### config.mk
export PLATFORM = sky130hd
export DESIGN_NAME = fifth_mem_arbiter
export DESIGN_NICKNAME = d
export VERILOG_FILES = /design/src/rtl/fifth_pkg.sv /design/src/rtl/fifth_mem_arbiter.sv
export SDC_FILE = /design/constraint.sdc
export NUM_CORES = 1
export LEC_CHECK = 0
export CORE_MARGIN = 8
export CORE_UTILIZATION = 39
export CTS_CLUSTER_SIZE = 25
export DETAILED_ROUTE_END_ITERATION = 7
export MAX_ROUTING_LAYER = met4
export PLACE_DENSITY_LB_ADDON = 0.12
export SLEW_MARGIN = 25
export SYNTH_ARGS = -nofsm -noshare
export SYNTH_HDL_FRONTEND = slang
export SYNTH_SLANG_ARGS = --single-unit
### constraint.sdc
create_clock -name clk -period 3.7 [get_ports clk]
set_input_delay 0.555 -clock clk [delete_from_list [all_inputs] [get_ports clk]]
set_output_delay 0.555 -clock clk [all_outputs]
set_load 0.005 [all_outputs]
### src/rtl/fifth_pkg.sv
// Shared definitions for the fifth core and its memory arbiter: word/address
// sizes, arbiter state encoding and the core's opcode/ALU field constants.
package fifth_pkg;

   localparam int FIFTH_MEM_AW = 13;
   localparam int FIFTH_WORD_W = 16;

   typedef enum logic [2:0] {
      IDLE,
      FETCH,
      FLATCH,
      DATA,
      DLATCH,
      RUN,
      HOST
   } arb_state_t;

   // Bit 15 set marks an immediate-push instruction; the low 15 bits are the value.
   localparam logic [15:0] OP_IMMED_MASK = 16'h8000;
   localparam logic [3:0]  ALU_ADD       = 4'h0;
   localparam logic [3:0]  ALU_SUB       = 4'h1;
   localparam logic [3:0]  ALU_AND       = 4'h2;
   localparam logic [3:0]  ALU_OR        = 4'h3;
   localparam logic [3:0]  ALU_XOR       = 4'h4;
   localparam logic [3:0]  ALU_NOT       = 4'h5;
   localparam logic [3:0]  ALU_SHL       = 4'h6;
   localparam logic [3:0]  ALU_SHR       = 4'h7;

   function automatic logic is_immed(input logic [FIFTH_WORD_W-1:0] instr);
      return (instr & OP_IMMED_MASK) != '0;
   endfunction

endpackage

### src/rtl/fifth_mem_arbiter.sv
// Single-port SRAM arbiter for the fifth core (fetch, data) and a host loader port.
// Optional CPU write protection below PROT_LIMIT: define FIFTH_ARB_WPROT_EN.
module fifth_mem_arbiter
   import fifth_pkg::*;
#(
   parameter int                MEM_AW         = FIFTH_MEM_AW,
   parameter int                HOST_BURST_MAX = 4,
   parameter logic [MEM_AW-1:0] PROT_LIMIT     = 13'h0400
) (
   input  logic                    clk,
   input  logic                    reset,
   input  logic [MEM_AW-1:0]       cpu_code_addr,
   output logic [FIFTH_WORD_W-1:0] cpu_instr,
   input  logic [FIFTH_WORD_W-1:0] cpu_data_addr,
   input  logic                    cpu_data_we,
   input  logic                    cpu_data_re,
   input  logic [FIFTH_WORD_W-1:0] cpu_data_wdata,
   output logic [FIFTH_WORD_W-1:0] cpu_data_rdata,
   output logic                    cpu_stall,
   input  logic                    host_halt,
   input  logic                    host_req,
   input  logic                    host_we,
   input  logic [MEM_AW-1:0]       host_addr,
   input  logic [FIFTH_WORD_W-1:0] host_wdata,
   output logic                    host_gnt,
   output logic                    host_rvalid,
   output logic [FIFTH_WORD_W-1:0] host_rdata,
   output logic [MEM_AW-1:0]       sram_addr,
   output logic                    sram_we,
   output logic [FIFTH_WORD_W-1:0] sram_wdata,
   input  logic [FIFTH_WORD_W-1:0] sram_rdata,
   output logic                    wprot_err
);

   localparam int             BW          = $clog2(HOST_BURST_MAX + 1);
   localparam logic [BW-1:0]  BURST_MAX_C = BW'(HOST_BURST_MAX);

   arb_state_t               state_q, state_d, arb_state;
   logic [BW-1:0]            burst_cnt_q, burst_cnt_d, arb_cnt;
   logic [FIFTH_WORD_W-1:0]  cpu_instr_q, cpu_instr_d;
   logic [FIFTH_WORD_W-1:0]  cpu_data_rdata_q, cpu_data_rdata_d;
   logic [FIFTH_WORD_W-1:0]  host_rdata_q, host_rdata_d;
   logic                     host_rvalid_q, host_rvalid_d;
   logic                     wprot_err_q, wprot_err_d;
   logic [MEM_AW-1:0]        data_addr;
   logic                     prot_hit;
   logic                     unused_addr_hi;

   assign data_addr      = cpu_data_addr[MEM_AW-1:0];
   assign unused_addr_hi = ^cpu_data_addr[FIFTH_WORD_W-1:MEM_AW];

`ifdef FIFTH_ARB_WPROT_EN
   assign prot_hit = cpu_data_we && (data_addr < PROT_LIMIT);
`else
   logic [MEM_AW-1:0] unused_prot_limit;
   assign unused_prot_limit = PROT_LIMIT;
   assign prot_hit          = 1'b0;
`endif

   // Decision taken whenever the FSM leaves IDLE, RUN or HOST.
   // The count saturates so an unbounded halted burst cannot wrap it.
   always_comb begin
      arb_state = IDLE;
      arb_cnt   = burst_cnt_q;
      if (host_req && (host_halt || (burst_cnt_q < BURST_MAX_C))) begin
         arb_state = HOST;
         arb_cnt   = (burst_cnt_q == BURST_MAX_C) ? burst_cnt_q : burst_cnt_q + BW'(1);
      end else if (!host_halt) begin
         arb_state = FETCH;
         arb_cnt   = '0;
      end
   end

   always_comb begin
      state_d          = state_q;
      burst_cnt_d      = burst_cnt_q;
      cpu_instr_d      = cpu_instr_q;
      cpu_data_rdata_d = cpu_data_rdata_q;
      host_rvalid_d    = 1'b0;
      wprot_err_d      = wprot_err_q;
      sram_addr        = '0;
      sram_we          = 1'b0;
      sram_wdata       = '0;
      host_gnt         = 1'b0;
      case (state_q)
         IDLE, RUN: begin
            state_d     = arb_state;
            burst_cnt_d = arb_cnt;
         end
         FETCH: begin
            sram_addr = cpu_code_addr;
            state_d   = FLATCH;
         end
         FLATCH: begin
            cpu_instr_d = sram_rdata;
            state_d     = (cpu_data_we || cpu_data_re) ? DATA : RUN;
         end
         DATA: begin
            sram_addr = data_addr;
            if (cpu_data_we) begin
               // A protected write still finishes the step; only the strobe is dropped.
               sram_we     = !prot_hit;
               sram_wdata  = cpu_data_wdata;
               wprot_err_d = wprot_err_q | prot_hit;
               state_d     = RUN;
            end else begin
               state_d = DLATCH;
            end
         end
         DLATCH: begin
            cpu_data_rdata_d = sram_rdata;
            state_d          = RUN;
         end
         HOST: begin
            host_gnt      = 1'b1;
            sram_addr     = host_addr;
            sram_we       = host_we;
            sram_wdata    = host_wdata;
            host_rvalid_d = !host_we;
            state_d       = arb_state;
            burst_cnt_d   = arb_cnt;
         end
         default: state_d = IDLE;
      endcase
   end

   // Host read data is passed straight through in its rvalid cycle and held afterwards.
   assign host_rdata_d = host_rvalid_q ? sram_rdata : host_rdata_q;

   always_ff @(posedge clk or negedge reset) begin
      if (!reset) begin
         state_q          <= IDLE;
         burst_cnt_q      <= '0;
         cpu_instr_q      <= '0;
         cpu_data_rdata_q <= '0;
         host_rdata_q     <= '0;
         host_rvalid_q    <= 1'b0;
         wprot_err_q      <= 1'b0;
      end else begin
         state_q          <= state_d;
         burst_cnt_q      <= burst_cnt_d;
         cpu_instr_q      <= cpu_instr_d;
         cpu_data_rdata_q <= cpu_data_rdata_d;
         host_rdata_q     <= host_rdata_d;
         host_rvalid_q    <= host_rvalid_d;
         wprot_err_q      <= wprot_err_d;
      end
   end

   assign cpu_stall      = (state_q != RUN);
   assign cpu_instr      = cpu_instr_q;
   assign cpu_data_rdata = cpu_data_rdata_q;
   assign host_rvalid    = host_rvalid_q;
   assign host_rdata     = host_rdata_d;
   assign wprot_err      = wprot_err_q;

endmodule

==> summary.md <==
| Metric | Value |
|---|---|
| Status | `complete, no violations` |
| Post-Syn Area | `0.00271 sq mm` |
| R2r worst-path depth | `3` |
| Peak VDD IR | `272 uV` |
| DR pass1 iterations | `4` |
| Fin crit share | `0.813` |
| RSZ-0062 raised after global routing | `no` |
| Post-synthesis simple-gate area fraction | `0.0624` |
| CP endpoint kind | `output pin` |
| Post-CTS setup buffer count | `0` |
| CP arrival | `2.45 ns` |
| Vias in the first global route | `2696` |
| Core footprint | `0.00676 sq mm` |
| Post-Route WL | `8.79 mm` |
| Cts repair resizes | `0` |
| Layout Cells excl Fill | `472` |
| Buffers on Ports | `174` |
| Fillcell total | `530` |
| Main synth FF type | `dfrtp_1` |
| Setup TNS Final | `0 ns` |
| Leakage | `1.86 nW` |
| Clk_skew | `0.00645 ns` |
| Final hold violation count | `0` |
| Ports | `179` |
| Leading cell type in the layout, fill and taps excluded | `clkdlybuf4s50_1` |
| Synth Area in XOR/XNOR | `0.00324` |
| Worst hold path class | `in2async` |
| Placed Cells incl. Taps | `464` |
| Crit path max fanout | `17` |
| Vias | `2362` |
| Synth warn | `0` |
| H-tree levels | `2` |
| Synth Net Count | `319` |
| Most frequent cells in the layout | `clkdlybuf4s50_1, dfrtp_1, mux2_2, nand2_1, a22o_1` |
| Total power | `3.35 mW` |
| PD cells | `733 mW/mm^2` |
| Required @ worst endpoint | `3.14 ns` |
| Avg Inst Size Synth | `12.3 sq um` |
| Post-CTS Hold Buffers | `0` |
| Standard-cell row count | `30` |
| Layout area overhead | `69.0%` |
| Share of layout cells above drive strength 1 | `0.171` |
| Final setup margin | `0.694 ns` |
| First-pass GRT wire length | `14.0 mm` |
| Initial core utilization | `0.400` |
| Drt drc | `0` |
| Worst-path clk slew | `0.10 ns` |
| GP Congestion | `0.794` |
| Pre-CTS WS | `0.716 ns` |
| Worst rel slew slack | `0.358` |
| Die extent in x | `99.3 um` |
| Slew Limit Fails | `0` |
| R2r startpoint | `state_q[1]` |
| Max Cap Viol | `0` |
| CTS Sinks | `55` |
| DP Area | `0.00448 sq mm` |
| Largest net degree at the start of global routing | `36` |
| Worst Tran Pin Value | `0.962 ns` |
| Via/cell ratio | `5.00` |
| Synth Instances | `220` |
| Final setup violation count | `0` |
| First DRT Iteration DRCs | `56` |
| Clock root buffer | `clkbuf_8` |
| CTS Buffer Depth | `2` |
| Synth unique cells | `31` |
| Period minus WS final | `3.01 ns` |
| Sequential share of the synthesized area | `0.509` |
| TritonCTS clock tree | `done` |
| CTS Buf Count | `5` |
| Kind of critical path | `reg2out` |
| Fmax | `333 MHz` |
| Reg-to-reg endpoint | `cpu_data_rdata[9]` |
| Clock Latency Late Sink | `0.30 ns` |
| Startpoint types | `register` |
| Compound-gate portion of the synthesized area | `0.118` |
| Post-synth EDFFs | `0` |
| Die area | `0.00986 sq mm` |
| NumNets Final | `490` |
| Final ANT Viol Nets | `0` |
| Antenna Cells | `0` |
| Seq cells post-synth | `55` |
| FF-to-FF setup slack | `1.43 ns` |
| Die Y | `99.3 um` |
| Post-Synth Adder-Cell Area | `0.00925` |
| Largest family of logic cells by synthesized area | `multiplexers` |
| Async SR Flop Fraction | `1.00` |
| DP HPWL | `7.03 mm` |
| Congestion Overflow GR | `0` |
| Mux cell area share after synthesis | `0.256` |
| Total track usage | `0.182` |
| DR WL/cell | `18.6 um` |
| Cell area after layout | `0.00457 sq mm` |
| Initial antenna violation count | `0` |
synthesized netlist by cell type (all sizes together), types with 2 or more instances:
library cell  number  share of area
dfrtp             55           0.51
mux2              49           0.20
nand2             19          0.026
a22o              17          0.055
o21ai             15          0.028
mux2i             14          0.052
buf               13          0.034
nor2               6          0.012
nor2b              4         0.0092
a21oi              3         0.0055
inv                3         0.0042
o21bai             3         0.0083
a21o               2         0.0055
clkbuf             2         0.0028
ha                 2         0.0092
nor3               2         0.0037
cell type report:
class                      instances  area [sq um]  share of cell area
timing repair buffer             179          1770               0.388
sequential                        55          1380               0.301
multi-input combinational        147          1220               0.267
tap                               80           100              0.0219
clock buffer                       5          68.8              0.0151
clock inverter                     3          18.8             0.00411
inverter                           3          11.3             0.00246
metrics by stage:
stage	util	hold slack, ns
detailed placement	0.664	0.487
floorplan	-	0.259
global route	0.676	0.207
global placement	0.664	0.479
finish	0.676	0.182
CTS	0.676	0.194
report_power, final:
| group | internal [mW] | leakage [nW] | switching [mW] |
|---|---|---|---|
| combinational | 1.25 | 1.16 | 0.698 |
| clock | 0.134 | 0.0483 | 0.196 |
| sequential | 0.901 | 0.659 | 0.175 |
| total | 2.28 | 1.86 | 1.07 |
worst max path at each step:
stage                           start             end  slack, ns  cells past startpoint
after floorplan           host_rvalid  host_rdata[10]       1.94                      3
after global placement    cpu_data_we   sram_wdata[0]       0.73                      5
after detailed placement  cpu_data_we   sram_wdata[1]       0.72                      5
after CTS                  state_q[1]   sram_wdata[1]       0.65                      4
after global routing       state_q[1]  sram_wdata[13]       0.50                      4
final                      state_q[1]   sram_wdata[1]       0.69                      4
state kept, by name (all words and copies together) (netlist names):
register and flops:
cpu_data_rdata 16, host_rvalid 1, state_q 3, burst_cnt_q 3
host_rdata_q 16, cpu_instr 16
layer usage:
layer / track usage / up-vias / wire [um]
met3: 0.0649 / 10 / 778
met2: 0.301 / 112 / 4190
met5: - / - / 0
met4: 0.0512 / 0 / 131
li1: - / 1123 / -
met1: 0.204 / 1117 / 3690
cells by family after synthesis:
logic type                 after synthesis
DFF                                     55
muxes                                   63
xor gates and xnor gates                 1
adders and majority gates                2
AOI/OAI and AO/OA                       46
and+or+nand+nor                         34
other                                    1
buffers and inverters                   18
critical path, cell delays in order (launching register included):
cell and delay (ns):
dfrtp_1 0.73, nand2_1 0.13, nor2_2 0.53, a22o_1 0.22, clkdlybuf4s50_1 0.54
(Power assumes the default switching activity.)
==> patch (same settings) <==
`HOST_BURST_MAX`: 4 -> 8.
--- a/src/rtl/fifth_mem_arbiter.sv
+++ b/src/rtl/fifth_mem_arbiter.sv
@@ -6,3 +6,3 @@
    parameter int                MEM_AW         = FIFTH_MEM_AW,
-   parameter int                HOST_BURST_MAX = 4,
+   parameter int                HOST_BURST_MAX = 8,
    parameter logic [MEM_AW-1:0] PROT_LIMIT     = 13'h0400
Check against the original RTL: not equivalent (a bounded check fails within 10 cycles, from zero or initial values and one cycle with reset low).
==> patch against the original RTL <==
Clock power down 3%; area after synthesis increased by 2.4%; critical path depth increased by 1; wire length increased by 6.6%; final area up 1.7%; sequential share of layout area about the same; total power increased by 0.55%; setup slack lost 0.13 ns; sequential cell count is 1 higher.
==> patch: results (changes against the original RTL) <==
| Metric | Value |
|---|---|
| Status | finished, final reports clean |
| Placed Instances | 490 (+5.6%) |
| Antenna diodes | 0 (unchanged) |
| Post-Place Setup Slack | 0.725 ns (+0.00900 ns) |
| Drt via density | 4.93 (-1.6%) |
| Leakage | 1.89 nW (+1.2%) |
| GRT Total Usage | 19.0% (+0.75 points) |
| Total of cells resized after clock tree synthesis | 0 (unchanged) |
| Top cells by area, synth | dfrtp_1, mux2_2, a22o_1 |
| Worst-path fanout max | 17 (unchanged) |
| Syn_area_per_cell | 12.0 sq um (-2.5%) |
| HP Class | in -> async |
| Worst-Skew Late Latency | 0.30 ns (about the same) |
| Detail Placement HPWL | 7640 microns (+8.7%) |
| Crit path DAT | 2.58 ns (+0.13 ns) |
| Port Buf Inserts | 174 (unchanged) |
| Peak supply drop | 0.288 mV (+5.8%) |
| Drt pass-1 iters | 4 (unchanged) |
| Worst-path clk slew | 0.10 ns (about the same) |
| Yosys cell types | 36 (+16%) |
| Vias in the first global route | 2691 (-0.19%) |
| Root buffer cell | clkbuf_8 |
| Multiplexer share of the synthesized area | 24.2% (-1.4 points) |
| Layout cells sized above 1 | 15.9% (-1.2 points) |
| Num CTS Buffers | 5 (unchanged) |
| Synth warn | 0 (unchanged) |
| Post-synth EDFFs | 0 (unchanged) |
| Initial antenna violation count | 0 (unchanged) |
| Post-Synth Adder-Cell Area | 1.26% (+0.34 points) |
| H-tree depth | 2 (unchanged) |
| GP Congestion | 0.868 (+9.4%) |
| Net count, final | 500 (+2.0%) |
| Synth cell count leaders | dfrtp_1, mux2_2, nand2_1, o21ai_0, a22o_1 |
| DR iter-0 viols | 101 (+80%) |
| Largest net degree at the start of global routing | 47 (+31%) |
| Worst slew pin tran | 0.807 ns (-0.155 ns) |
| Clock Path Buffers | 2 (unchanged) |
| Syn nets | 330 (+3.4%) |
| Post-synthesis compound-gate area fraction | 12.0% (+0.17 points) |
| Post-CTS setup buffers | 0 (unchanged) |
| First-pass GRT wire length | 14400 microns (+3.4%) |
| Asr flop ratio synth | 100% (unchanged) |
| Seq/Total Area, Yosys | 50.6% (-0.29 points) |
| Final Non-Filler Cells | 498 (+5.5%) |
| Total Routed Length | 9370 microns (+6.6%) |
| XOR/XNOR share of the synthesized area | 0.316% (-0.0076 points) |
| Worst Skew | 0.0122 ns (+0.00578 ns) |
patch: cell types whose count changed after synthesis, moves of 2 or more:
cell / change
o21ai_0: +4
nor3_1: +2
buf_6: -3
o21bai_1: -3
buf_2: -3
inv_1: +3
o31ai_1: +2
nor2b_1: -3
buf_4: +4
patch: area by class of cell:
type | instances | area, sq um
tap | 96 | 120
multi-input combinational | 153 | 1250
sequential | 56 | 1400
fill | 577 | 2180
timing repair buffer | 178 | 1770
clock inverter | 1 | 8.76
clock buffer | 7 | 76.3
inverter | 7 | 26.3
patch: final timing paths:
check                                start                 end  slack (ns)  cells after the start
setup / recovery                state_q[2]       sram_wdata[1]        0.57                      5
hold / removal                       reset  cpu_data_rdata[11]        0.23                      1
setup reg to reg                state_q[1]  cpu_data_rdata[15]        1.85                      3
hold reg to reg            host_rdata_q[1]     host_rdata_q[1]        0.50                      1
max in group asynchronous            reset         host_rvalid        2.86                      2
min in group clk           host_rdata_q[1]     host_rdata_q[1]        0.50                      1
patch: critical path: stages (launching register included):
cell             delay, ns
dfrtp_1               0.46
inv_2                 0.13
nand2_1               0.29
nor2_2                0.64
a22o_1                0.24
clkdlybuf4s50_1       0.51
patch: logic make-up (layout without fill, tap and decap cells):
group,after synthesis,in the layout
and+or+nand+nor,39,39
xor gates and xnor gates,1,1
other,1,1
muxes,61,61
adders and majority gates,3,3
buffers and inverters,22,193
AOI/OAI and AO/OA,48,48
DFF,56,56
patch: routing by layer:
layer	track usage [%]	vias up	wire (microns)
li1	-	1164	-
met1	20.8	1162	3660
met2	31.9	116	4780
met3	6.16	11	764
met4	6.16	0	160
met5	-	-	0
patch: report_power, final:
group	switching (W)	internal [W]
Clock	0.000185	0.000136
Combinational	0.000746	0.00123
Sequential	0.000155	0.000916
